### src/rtl/register_window_addr_unit.sv
// rtl/register_window_addr_unit.sv - windowed register file address unit with CWP management.
// Optional macro WINDOW_INVALID_CHECK_EN enables WIM-based overflow/underflow trapping.
module register_window_addr_unit #(
  parameter int NWINDOWS = 8,
  localparam int PHYS_W = ($clog2(8 + 16 * NWINDOWS) > 0) ? $clog2(8 + 16 * NWINDOWS) : 1,
  localparam int CWP_W  = ($clog2(NWINDOWS) > 0) ? $clog2(NWINDOWS) : 1
) (
  input  logic              Clk,
  input  logic              Reset_n,
  input  logic [4:0]        IR_RS1,
  input  logic [4:0]        IR_RS2,
  input  logic [4:0]        IR_RD,
  input  logic [1:0]        MUX_RFA,
  input  logic              MUX_RFB,
  input  logic              Save,
  input  logic              Restore,
  input  logic              CWP_Load,
  input  logic [CWP_W-1:0]  CWP_In,
  input  logic [NWINDOWS-1:0] WIM,
  output logic [PHYS_W-1:0] Register_A_Sel,
  output logic [PHYS_W-1:0] Register_B_Sel,
  output logic [CWP_W-1:0]  CWP,
  output logic              Window_Overflow,
  output logic              Window_Underflow,
  output logic              Op_Error
);

  localparam logic [CWP_W:0]    NWIN_C  = (CWP_W + 1)'(NWINDOWS);
  localparam logic [CWP_W-1:0]  CWP_MAX = CWP_W'(NWINDOWS - 1);
  localparam logic [PHYS_W:0]   SPAN    = (PHYS_W + 1)'(16 * NWINDOWS);
  localparam logic [PHYS_W:0]   EIGHT   = (PHYS_W + 1)'(8);

  logic [CWP_W-1:0]  cwp_q, cwp_d;
  logic [PHYS_W-1:0] a_sel_q, a_sel_d;
  logic [PHYS_W-1:0] b_sel_q, b_sel_d;
  logic              ovf_q, ovf_d;
  logic              unf_q, unf_d;
  logic              err_q, err_d;
  logic [CWP_W-1:0]  cwp_dec;
  logic [CWP_W-1:0]  cwp_inc;
  logic              load_ok;

  // Windowed registers: offset within the circular 16*NWINDOWS block, so the
  // ins (r24..r31) of window w land on the outs (r8..r15) of window w+1.
  function automatic logic [PHYS_W-1:0] map_reg(input logic [4:0] r, input logic [CWP_W-1:0] w);
    logic [PHYS_W:0] off;
    off = {{(PHYS_W - 3 - CWP_W){1'b0}}, w, 4'b0000} + {{(PHYS_W - 4){1'b0}}, r} - EIGHT;
    if (off >= SPAN) off = off - SPAN;
    if (r < 5'd8) map_reg = {{(PHYS_W - 5){1'b0}}, r};
    else          map_reg = PHYS_W'(off + EIGHT);
  endfunction

  assign cwp_dec = (cwp_q == '0)     ? CWP_MAX : cwp_q - 1'b1;
  assign cwp_inc = (cwp_q == CWP_MAX) ? '0     : cwp_q + 1'b1;
  assign load_ok = ({1'b0, CWP_In} < NWIN_C);

`ifndef WINDOW_INVALID_CHECK_EN
  logic unused_wim;
  assign unused_wim = ^WIM;
`endif

  always_comb begin
    cwp_d = cwp_q;
    ovf_d = 1'b0;
    unf_d = 1'b0;
    err_d = 1'b0;
    if (CWP_Load) begin
      if (load_ok) cwp_d = CWP_In;
      else         err_d = 1'b1;
    end else if (Save && Restore) begin
      err_d = 1'b1;
    end else if (Save) begin
`ifdef WINDOW_INVALID_CHECK_EN
      if (WIM[cwp_dec]) ovf_d = 1'b1;
      else              cwp_d = cwp_dec;
`else
      cwp_d = cwp_dec;
`endif
    end else if (Restore) begin
`ifdef WINDOW_INVALID_CHECK_EN
      if (WIM[cwp_inc]) unf_d = 1'b1;
      else              cwp_d = cwp_inc;
`else
      cwp_d = cwp_inc;
`endif
    end
  end

  // Selects are mapped with the pre-edge CWP; a CWP change affects the next cycle.
  always_comb begin
    a_sel_d = a_sel_q;
    case (MUX_RFA)
      2'b00:   a_sel_d = map_reg(IR_RS1, cwp_q);
      2'b01:   a_sel_d = '0;
      2'b10:   a_sel_d = map_reg(IR_RD, cwp_q);
      default: a_sel_d = a_sel_q;
    endcase
    b_sel_d = MUX_RFB ? map_reg(IR_RD, cwp_q) : map_reg(IR_RS2, cwp_q);
  end

  always_ff @(posedge Clk or negedge Reset_n) begin
    if (!Reset_n) begin
      cwp_q   <= '0;
      a_sel_q <= '0;
      b_sel_q <= '0;
      ovf_q   <= 1'b0;
      unf_q   <= 1'b0;
      err_q   <= 1'b0;
    end else begin
      cwp_q   <= cwp_d;
      a_sel_q <= a_sel_d;
      b_sel_q <= b_sel_d;
      ovf_q   <= ovf_d;
      unf_q   <= unf_d;
      err_q   <= err_d;
    end
  end

  assign CWP              = cwp_q;
  assign Register_A_Sel   = a_sel_q;
  assign Register_B_Sel   = b_sel_q;
  assign Window_Overflow  = ovf_q;
  assign Window_Underflow = unf_q;
  assign Op_Error         = err_q;

endmodule

### config.mk
export PLATFORM = sky130hd
export DESIGN_NAME = register_window_addr_unit
export DESIGN_NICKNAME = d
export VERILOG_FILES = /design/src/rtl/register_window_addr_unit.sv
export SDC_FILE = /design/constraint.sdc
export NUM_CORES = 1
export LEC_CHECK = 0
export ABC_AREA = 1
export CAP_MARGIN = 0
export CORE_ASPECT_RATIO = 1.25
export CORE_MARGIN = 3
export CORE_UTILIZATION = 44
export CTS_CLUSTER_DIAMETER = 40
export DETAILED_ROUTE_END_ITERATION = 16
export DONT_BUFFER_PORTS = 1
export PLACE_DENSITY = 0.69
export SLEW_MARGIN = 20
export SYNTH_ARGS = -nofsm -noshare
export SYNTH_HDL_FRONTEND = slang
export SYNTH_SLANG_ARGS = --single-unit
### constraint.sdc
create_clock -name Clk -period 6.6 [get_ports Clk]
set_input_delay 0.66 -clock Clk [delete_from_list [all_inputs] [get_ports Clk]]
set_output_delay 0.66 -clock Clk [all_outputs]
set_load 0.02 [all_outputs]
=== Word-level counts from Yosys, hierarchy flattened ===
Cells that the tools add are included.

* Add/sub/neg operators: 15
* $mul: 0
* Div/mod/pow operators: 0
* Magnitude comparators: 6
* Equality and inequality tests: 4
* Shift operators: 0
* Multiplexer cells: 19
* Bitwise operators: 0
* Reduce and logical (&&, ||, !) cells: 6

{| class="wikitable"
|+ Operator list
! cell !! number
|-
| $mux W8 || 10
|-
| $add A8 B4 Y8 const B || 4
|-
| $ge A9 B8 Y1 const B || 3
|-
| $sub A8 B4 Y9 const B || 3
|-
| $add A7 B5 Y8 || 3
|-
| $pmux W8 S3 || 1
|-
| $sub A8 B8 Y8 const B || 3
|-
| $mux W3 || 6
|-
| $lt A5 B4 Y1 const B || 3
|-
| $reduce_bool A3 Y1 || 2
|-
| $add A3 B1 Y3 const B || 1
|-
| $eq A3 B3 Y1 const B || 1
|-
| $logic_not A3 Y1 || 1
|-
| $sub A3 B1 Y3 const B || 1
|-
| $eq A2 B1 Y1 const B || 1
|-
| $eq A2 B2 Y1 const B || 1
|-
| $logic_not A2 Y1 || 1
|-
| $mux W1 || 2
|-
| $ne A2 B2 Y1 const B || 1
|-
| $reduce_and A2 Y1 || 1
|-
| $logic_and A1 B1 Y1 || 1
|}

* Register bits after elaboration: 20
* Latch bits: 0
* Bits in writable memories: 0
* Memory bits (read-only): 0
* Word-level logic and storage cells: 54
* Memories kept: 0

=== Depth between registers and ports, before layout ===
Gate-level depths: netlist (run 1).

* Depth in word-level cells: 8
* Gate-level depth with buffers: 16
* Depth with buffers taken out: 16

=== Least setup slack after synthesis (run 1) ===
OpenSTA, ideal clock, no wires.

* Path type: input port to flip-flop
* From: input port IR_RD[4]
* To: register a_sel_q[7], in the netlist Register_A_Sel[7]
* Arrival: 2.245 ns
* Required time: 6.483 ns
* Setup slack: 4.238 ns
* Stages: 14
* Buffers on the path: 0
* Cell sequence: inv_1 > ha_1 > inv_1 > ha_1 > inv_1 > fa_1 > inv_1 > nand2_1 > nor2_1 > nand4_1 > nand3_2 > nor2_2 > nor2_1 > nor2_1

* Longest elaborated chain between the ends: 8
* Elaborated cells on any way between the ends: 10

{| class="wikitable"
|+ Ends and longest elaborated chain
! item !! line !! source
|-
| start, declared || 12 || <nowiki>input logic [4:0] IR_RD,</nowiki>
|-
| $add A7 B5 Y8 || 47 || <nowiki>off = {{(PHYS_W - 3 - CWP_W){1'b0}}, w, 4'b0000} + {{(PHYS_W - 4){1'b0}}, r} - EIGHT;</nowiki>
|-
| $sub A8 B4 Y9 || 47 ||
|-
| $sub A8 B8 Y8 / $ge A9 B8 Y1 (equally long branches) || 48 || <nowiki>if (off >= SPAN) off = off - SPAN;</nowiki>
|-
| $mux W8 || 48 ||
|-
| $mux W8 || 92 || <nowiki>case (MUX_RFA)</nowiki>
|-
| $add A8 B4 Y8 || 50 || <nowiki>else map_reg = PHYS_W'(off + EIGHT);</nowiki>
|-
| $mux W8 * || 49 || <nowiki>if (r < 5'd8) map_reg = {{(PHYS_W - 5){1'b0}}, r};</nowiki>
|-
| $pmux W8 S3 * || 92 ||
|-
| end signal, assigned || 111 || <nowiki>a_sel_q <= a_sel_d;</nowiki>
|-
| end, declared || 34 || <nowiki>logic [PHYS_W-1:0] a_sel_q, a_sel_d;</nowiki>
|}

Mark *: on every way between the ends. The rest lies on a longest branch, timed or not. The select of a mux whose other input is x is not followed.
A chain may end at the register's enable or synchronous reset.

=== Final worst setup path (run 1) ===
* From: register cwp_q[0], in the netlist CWP[0]
* To: register a_sel_q[5], in the netlist Register_A_Sel[5]

* Longest elaborated chain between the ends: 8
* Elaborated cells on any way between the ends: 17

{| class="wikitable"
|+ Ends and longest elaborated chain
! item !! line !! source
|-
| start, declared || 33 || <nowiki>logic [CWP_W-1:0] cwp_q, cwp_d;</nowiki>
|-
| start signal, assigned || 110 || <nowiki>cwp_q <= cwp_d;</nowiki>
|-
| $add A7 B5 Y8 || 47 ||
|-
| $sub A8 B4 Y9 || 47 ||
|-
| $sub A8 B8 Y8 / $ge A9 B8 Y1 (equally long branches) || 48 ||
|-
| $mux W8 || 48 ||
|-
| $mux W8 || 92 ||
|-
| $add A8 B4 Y8 || 50 ||
|-
| $mux W8 || 49 ||
|-
| $pmux W8 S3 * || 92 ||
|}

Marked as above.

==> results of run 1 <==
layer usage:
layer  vias up  track usage (%)  part of all wire [%]
met5         -                0                     0
met4         0             3.69                  0.43
met3         2             2.99                   7.9
met2        48             28.8                    50
met1       602             17.7                    42
li1        691                -                     -
cells in the final DEF, fill, tap and decap left out, drive strengths merged:
master	netlist	final
a21oi	8	8
a22oi	5	5
a31oi	2	2
bufinv	0	1
clkbuf	2	3
conb	1	2
dfrtp	20	20
fa	3	3
ha	19	19
inv	42	42
nand2	49	49
nand3	11	11
nand3b	1	1
nand4	4	4
nor2	15	15
nor3	3	3
o21ai	22	22
o22ai	1	1
or2	1	1
xnor2	1	1
xor2	5	5
registers in the layout (all words and copies together), names as in the netlist:
register,cells
Op_Error,1
Register_A_Sel,8
CWP,3
Register_B_Sel,8
worst paths after layout:
path / to / start / cells after the start
worst max-delay path: Register_A_Sel[5] / CWP[0] / 11
worst min-delay path: Register_B_Sel[1] / Reset_n / 0
worst max register to register: Register_A_Sel[5] / CWP[0] / 11
worst min register to register: Register_A_Sel[5] / Register_A_Sel[5] / 2
max in group asynchronous: Register_A_Sel[5] / Reset_n / 0
min in group Clk: Op_Error / CWP_Load / 1
stage by stage:
step,cells,setup slack [ns],instance area [um2],total power (uW)
2_1_floorplan,218,4.24,1620,353
3_3_place_gp,253,3.99,1650,386
3_5_place_dp,253,3.96,1650,393
4_1_cts,257,3.95,1720,515
5_1_grt,257,3.74,1720,555
6_report,257,3.95,1720,511
layout make-up:
| cell class | instances | area, um2 | share of cell area (%) |
|---|---|---|---|
| Multi-Input combinational cell | 152 | 941 | 54.7 |
| Sequential cell | 20 | 500 | 29.1 |
| Inverter | 42 | 158 | 9.17 |
| Tap cell | 39 | 48.8 | 2.84 |
| Clock buffer | 3 | 41.3 | 2.40 |
| Clock inverter | 1 | 30.0 | 1.75 |
kinds of logic (layout without fill, tap and decap cells):
| group | count (synthesis) | after routing |
|---|---|---|
| xor+xnor | 6 | 6 |
| other cells | 1 | 2 |
| buf+inv | 46 | 46 |
| fa+ha+maj | 22 | 22 |
| compound gates | 38 | 38 |
| simple gates | 84 | 84 |
| flops | 20 | 20 |
power by group:
group          switching, uW  internal (uW)
registers               45.9            144
clock network           41.2           80.9
logic                    122           76.3
total                    210            302
cell usage after synthesis:
| library cell | instances | area, um2 |
|---|---|---|
| nand4_1 | 4 | 25.0 |
| a21oi_1 | 6 | 30.0 |
| a21oi_4 | 1 | 16.3 |
| ha_1 | 19 | 238 |
| clkbuf_2 | 1 | 5.00 |
| nor3_2 | 1 | 10.0 |
| a21oi_2 | 1 | 8.76 |
| nand2_1 | 49 | 184 |
| fa_1 | 3 | 60.1 |
| buf_4 | 2 | 15.0 |
| a22oi_1 | 5 | 37.5 |
| o21ai_0 | 19 | 95.1 |
| a31oi_1 | 2 | 12.5 |
| xor2_1 | 5 | 43.8 |
| inv_1 | 41 | 154 |
| or2_2 | 1 | 6.26 |
| nor2_2 | 1 | 6.26 |
| dfrtp_1 | 20 | 500 |
| conb_1 | 1 | 3.75 |
| clkbuf_1 | 1 | 3.75 |
| nand3_2 | 1 | 10.0 |
| nor3_1 | 2 | 10.0 |
| nor2_1 | 14 | 52.6 |
| xnor2_1 | 1 | 8.76 |
| o22ai_1 | 1 | 6.26 |
| nand3b_1 | 1 | 7.51 |
| o21ai_1 | 3 | 15.0 |
| nand3_1 | 10 | 50.1 |
| inv_2 | 1 | 3.75 |
worst max-delay path, cell delays in order, from the launching register on:
cell     delay [ns]
dfrtp_1        0.51
inv_1          0.21
ha_1           0.31
inv_1          0.08
ha_1           0.18
inv_1          0.06
fa_1           0.48
inv_1          0.07
o21ai_0        0.30
nor2_1         0.09
a31oi_1        0.15
o21ai_0        0.09
==> metrics.log, run 1 <==
INFO  metric run_status = completed
INFO  metric final_core_util = 48.9%
INFO  metric netlist-cell-type-count = 29
INFO  metric timing.final.crit_period = 2.65 ns
INFO  metric tritoncts_clock_tree = yes
INFO  metric worst-r2r-setup-slack = 3.95 ns
INFO  metric synth-warning-count = 0
INFO  metric critical_path.max_fanout = 6
INFO  metric antenna_left = 0
INFO  metric grt_util_all_layers = 15.5%
INFO  metric synth_area_in_compound_gates = 13.7%
INFO  metric grt_max_degree = 21
INFO  metric post_cts.resized_instances = 0
INFO  metric drt_pass1_iterations = 4
INFO  metric arrival_time_worst_endpoint = 2.78 ns
INFO  metric design.core.area = 0.00351 mm2
INFO  metric number_of_antenna_violations_at_the_first_check_in_global_routing = 0
INFO  metric chipWidth = 60.3 um
INFO  metric postRouteWirelength = 3270 um
INFO  metric totalNegativeSetupSlack = 0 ns
INFO  metric hold-worst-slack = 0.0840 ns
INFO  metric synth-xor-area-share = 3.25%
INFO  metric post_cts_hold_buffer_count = 0
INFO  metric grt-ovfl-total = 0
INFO  metric avgRoutedWirePerCell = 12.7 um
INFO  metric die_h = 73.8 um
INFO  metric design.portCount = 56
INFO  metric post_route_cells_drive_above_1_share = 5.05%
INFO  metric worst_setup_path_start_kind = flop
INFO  metric achievable-frequency = 0.377 GHz
INFO  metric cts_setup_buffers = 0
INFO  metric hold_viol = 0
INFO  metric mappedNetlistArea = 0.00162 mm2
INFO  metric cts_max_level = 1
INFO  metric synth-seq-cells = 20
INFO  metric min_period_over_period = 40.2%
INFO  metric synth_cells = 217
INFO  metric leakagePower = 0.000901 uW
INFO  metric cts_max_path_buffers = 2
INFO  metric layout-area-overhead-vs-synth = 6.18%
INFO  metric peakVddDrop = 0.171 mV
INFO  metric synth_simple_gate_area_share = 22.3%
INFO  metric tritoncts.num_buffers = 3
INFO  metric hpwlAfterDp = 2730 um
INFO  metric synth_area_per_cell = 7.46 um2
INFO  metric yosys.area_share.adder = 18.4%
INFO  metric nets = 275
INFO  metric power_density = 297 mW/mm2
INFO  metric rsz0062_at_grt = false
INFO  metric floorplan.die_area = 0.00445 mm2
INFO  metric numPortBuffers = 0
INFO  metric synth_mux_area_share = 0%
INFO  metric clock_latency = 0.26 ns
INFO  metric post_drt_via_cell_ratio = 5.23
INFO  metric timing.critical_path.required = 6.73 ns
INFO  metric worst_setup_hold_path_clk_slew = 0.08 ns
INFO  metric floorplan.initialDensity = 46.1%
INFO  metric drv_cap = 0
INFO  metric filler_cell_count = 362
INFO  metric number_of_diodes_added_for_antenna_fixing = 0
INFO  metric timing.hold.worst.class = input pin to asynchronous set/reset pin
INFO  metric seq_area_frac_synth = 30.9%
INFO  metric maxSlewViolCount = 0
INFO  metric grt_pass1_vias = 1311
INFO  metric finalSetupViolCount = 0
INFO  metric detailed_route_via_count = 1343
INFO  metric root_buffer = clkbuf_8
INFO  metric globalplace.congestion = 0.723
INFO  metric drc = 0
INFO  metric synth_top_family_by_area = simple AND/OR/NAND/NOR gates
INFO  metric std_cell_rows = 24
INFO  metric drt-initial-drc-count = 27
INFO  metric grt_first_pass_wirelength = 5390 um
INFO  metric cp-end-kind = flop
INFO  metric tritoncts_num_sinks = 20
INFO  metric fin_skew = 0.00778 ns
INFO  metric crit_type = flop to flop
(Power assumes the default switching activity.)
==> inputs of run 2 (changes only) <==
- PLACE_DENSITY: 0.69 -> 0.71
- clock period: 6.6 -> 2.4 ns (I/O delays scaled with it)
==> run 2 against run 1 <==
Compared with the run above: first-iteration DRC count up 67%; non-clock buffer count up 8; register-to-register slack got worse by 3.8 ns; die area stayed put; critical path depth is 1 higher; worst setup slack lost 3.8 ns; combinational power grew to 3.2 times the previous value; cell area rose by 4.7%; sequential share of layout area decreased by 1.3 points; critical endpoint is now Register_A_Sel[7]; largest power group unchanged; highest routed layer unchanged.
==> metrics.log, run 2 (synthesis gave the netlist of run 1 again) <==
INFO  metric groute.layer.met1.usage = 17.1% (was 17.7%)
INFO  metric min_period_over_period = 94.1% (was 40.2%)
INFO  metric detailed_route_via_count = 1382 (was 1343)
INFO  metric die_h = 73.8 um (unchanged)
INFO  metric hpwlAfterDp = 2720 um (was 2730 um)
INFO  metric worst_slew_margin_rel = 40.5%
INFO  metric grt_busiest_layer = met2 (unchanged)
INFO  metric final_core_util = 51.2% (was 48.9%)
INFO  metric postRouteWirelength = 3280 um (was 3270 um)
INFO  metric timing.critical_path.required = 2.55 ns (was 6.73 ns)
INFO  metric floorplan.initialDensity = 46.1% (unchanged)
INFO  metric chipWidth = 60.3 um (unchanged)
INFO  metric globalplace.congestion = 0.765 (was 0.723)
INFO  metric root_buffer = clkbuf_8 (unchanged)
INFO  metric timing.hold.worst.class = input pin to flop (was input pin to asynchronous set/reset pin)
INFO  metric cts_max_path_buffers = 2 (unchanged)
INFO  metric number_of_diodes_added_for_antenna_fixing = 0 (unchanged)
INFO  metric design.portCount = 56 (unchanged)
INFO  metric drt-initial-drc-count = 45 (was 27)
INFO  metric worst_setup_hold_path_clk_slew = 0.08 ns (about the same)
INFO  metric run_status = completed (unchanged)
INFO  metric post_drt_via_cell_ratio = 5.22 (was 5.23)
INFO  metric arrival_time_worst_endpoint = 2.41 ns (was 2.78 ns)
INFO  metric mostFrequentLayoutCells = nand2_1, inv_1, dfrtp_1 (unchanged)
INFO  metric hold_viol = 0 (unchanged)
INFO  metric clock_latency = 0.26 ns (about the same)
INFO  metric grt_pass1_vias = 1323 (was 1311)
INFO  metric critical_path.max_fanout = 4 (was 6)
INFO  metric post_route_cells_drive_above_1_share = 11.5% (was 5.05%)
INFO  metric peakVddDrop = 0.579 mV (was 0.171 mV)
INFO  metric met3_usage_in_global_routing = 1.58% (was 2.99%)
INFO  metric crit_type = flop to flop (unchanged)
INFO  metric number_of_antenna_violations_at_the_first_check_in_global_routing = 0 (unchanged)
INFO  metric power_density = 816 mW/mm2 (was 297 mW/mm2)
INFO  metric grt_util_all_layers = 15.2% (was 15.5%)
INFO  metric postLayoutCellArea = 0.00180 mm2 (was 0.00172 mm2)
INFO  metric grt_first_pass_wirelength = 5280 um (was 5390 um)
INFO  metric leakagePower = 0.000934 uW (was 0.000901 uW)
INFO  metric design.core.area = 0.00351 mm2 (unchanged)
INFO  metric grt_max_degree = 21 (unchanged)
INFO  metric drv_cap = 0 (unchanged)
INFO  metric fin_skew = 0.00460 ns (was 0.00778 ns)
INFO  metric maxSlewViolCount = 0 (unchanged)
INFO  metric worst_setup_path_start_kind = flop (unchanged)
INFO  metric cp-end-kind = flop (unchanged)
INFO  metric std_cell_rows = 24 (unchanged)
INFO  metric avgRoutedWirePerCell = 12.4 um (was 12.7 um)
INFO  metric final_common_cell = nand2_1 (unchanged)
INFO  metric rsz0062_at_grt = true (was false)
INFO  metric worst-r2r-setup-slack = 0.14 ns (was 3.95 ns)
INFO  metric finalSetupViolCount = 0 (unchanged)
INFO  metric antenna_left = 0 (unchanged)
INFO  metric numPortBuffers = 0 (unchanged)
INFO  metric layout-area-overhead-vs-synth = 11.1% (was 6.18%)
INFO  metric worstMarginPinSlew = 0.890 ns
INFO  metric drc = 0 (unchanged)
INFO  metric floorplan.die_area = 0.00445 mm2 (unchanged)
INFO  metric global_route_track_usage_on_met2 = 29.2% (was 28.8%)
INFO  metric filler_cell_count = 348 (was 362)
INFO  metric tritoncts.num_buffers = 3 (unchanged)
INFO  metric tritoncts_num_sinks = 20 (unchanged)
INFO  metric tritoncts_clock_tree = yes (unchanged)
INFO  metric timing.final.crit_period = 2.26 ns (was 2.65 ns)
INFO  metric nets = 283 (was 275)
INFO  metric achievable-frequency = 0.443 GHz (was 0.377 GHz)
INFO  metric cts_max_level = 1 (unchanged)
INFO  metric drt_pass1_iterations = 4 (unchanged)
INFO  metric placedInstanceArea = 0.00169 mm2 (was 0.00165 mm2)
INFO  metric totalNegativeSetupSlack = 0 ns (unchanged)
INFO  metric grt-ovfl-total = 0 (unchanged)
-- run 2: where the power goes --
part	internal, uW	switching (uW)	leakage [uW]	total, uW
sequential	398	95.7	0.000250	493
clock	222	111	0.0000357	334
combinational	252	388	0.000648	640
-- run 2: layout make-up --
cell class              count  area, um2  share of cell area (%)
clock buffers               3       41.3                    2.29
clock inverters             1       30.0                    1.67
inverters                  42        158                    8.76
multi-input cells         152        958                    53.3
flip-flops and latches     20        500                    27.8
well taps                  39       48.8                    2.71
repair buffers              8       62.6                    3.48
-- run 2: repair_timing --
action,in CTS,in global routing
endpoints found under the hold margin,20,0
setup endpoints to repair,1,5
hold buffers,1,0
resized for setup,1,8
gates cloned,0,0
pin swaps,0,2
setup buffers,0,2
-- run 2: final timing paths --
path / end / startpoint / cells past startpoint
max: Register_A_Sel[7] / CWP[0] / 12
min reg2reg: Register_A_Sel[5] / Register_A_Sel[5] / 2
min: Op_Error / CWP_Load / 1
max reg2reg: Register_A_Sel[7] / CWP[0] / 12
min in group asynchronous: Register_B_Sel[6] / Reset_n / 1
max in group asynchronous: Register_A_Sel[5] / Reset_n / 1
-- run 2: metal layers --
layer / vias to the layer above / part of all wire, % / wire [um]
met5: - / 0 / 0
met4: 0 / 0.70 / 23
met3: 4 / 6.9 / 227
met2: 45 / 51 / 1660
met1: 625 / 42 / 1370
li1: 708 / - / -
-- run 2: critical path, cell delays in order (launching register included) --
cell     delay (ns)
dfrtp_1        0.36
inv_2          0.07
ha_1           0.29
inv_1          0.06
ha_1           0.21
fa_1           0.52
nand2_1        0.10
nor2_2         0.14
nand4_1        0.10
nand3_1        0.09
nand2_1        0.05
nor2_1         0.10
nor2_1         0.05
-- run 2: through the flow --
step | std cells | hold WS, ns | setup slack (ns) | power, uW
6_report | 265 | 0.0389 | 0.143 | 1470
5_1_grt | 265 | 0.0300 | -0.0517 | 1600
4_1_cts | 263 | 0.0364 | 0.0268 | 1450
3_5_place_dp | 258 | -0.0552 | 0.0141 | 1100
3_3_place_gp | 258 | -0.0552 | 0.0713 | 1090
2_1_floorplan | 218 | -0.0556 | 0.0960 | 972
==> inputs of run 3 (changes only) <==
- GPL_ROUTABILITY_DRIVEN: unset -> 0
==> results of run 3 <==
The final DEF is identical to that of run 2; final timing and power are the same.
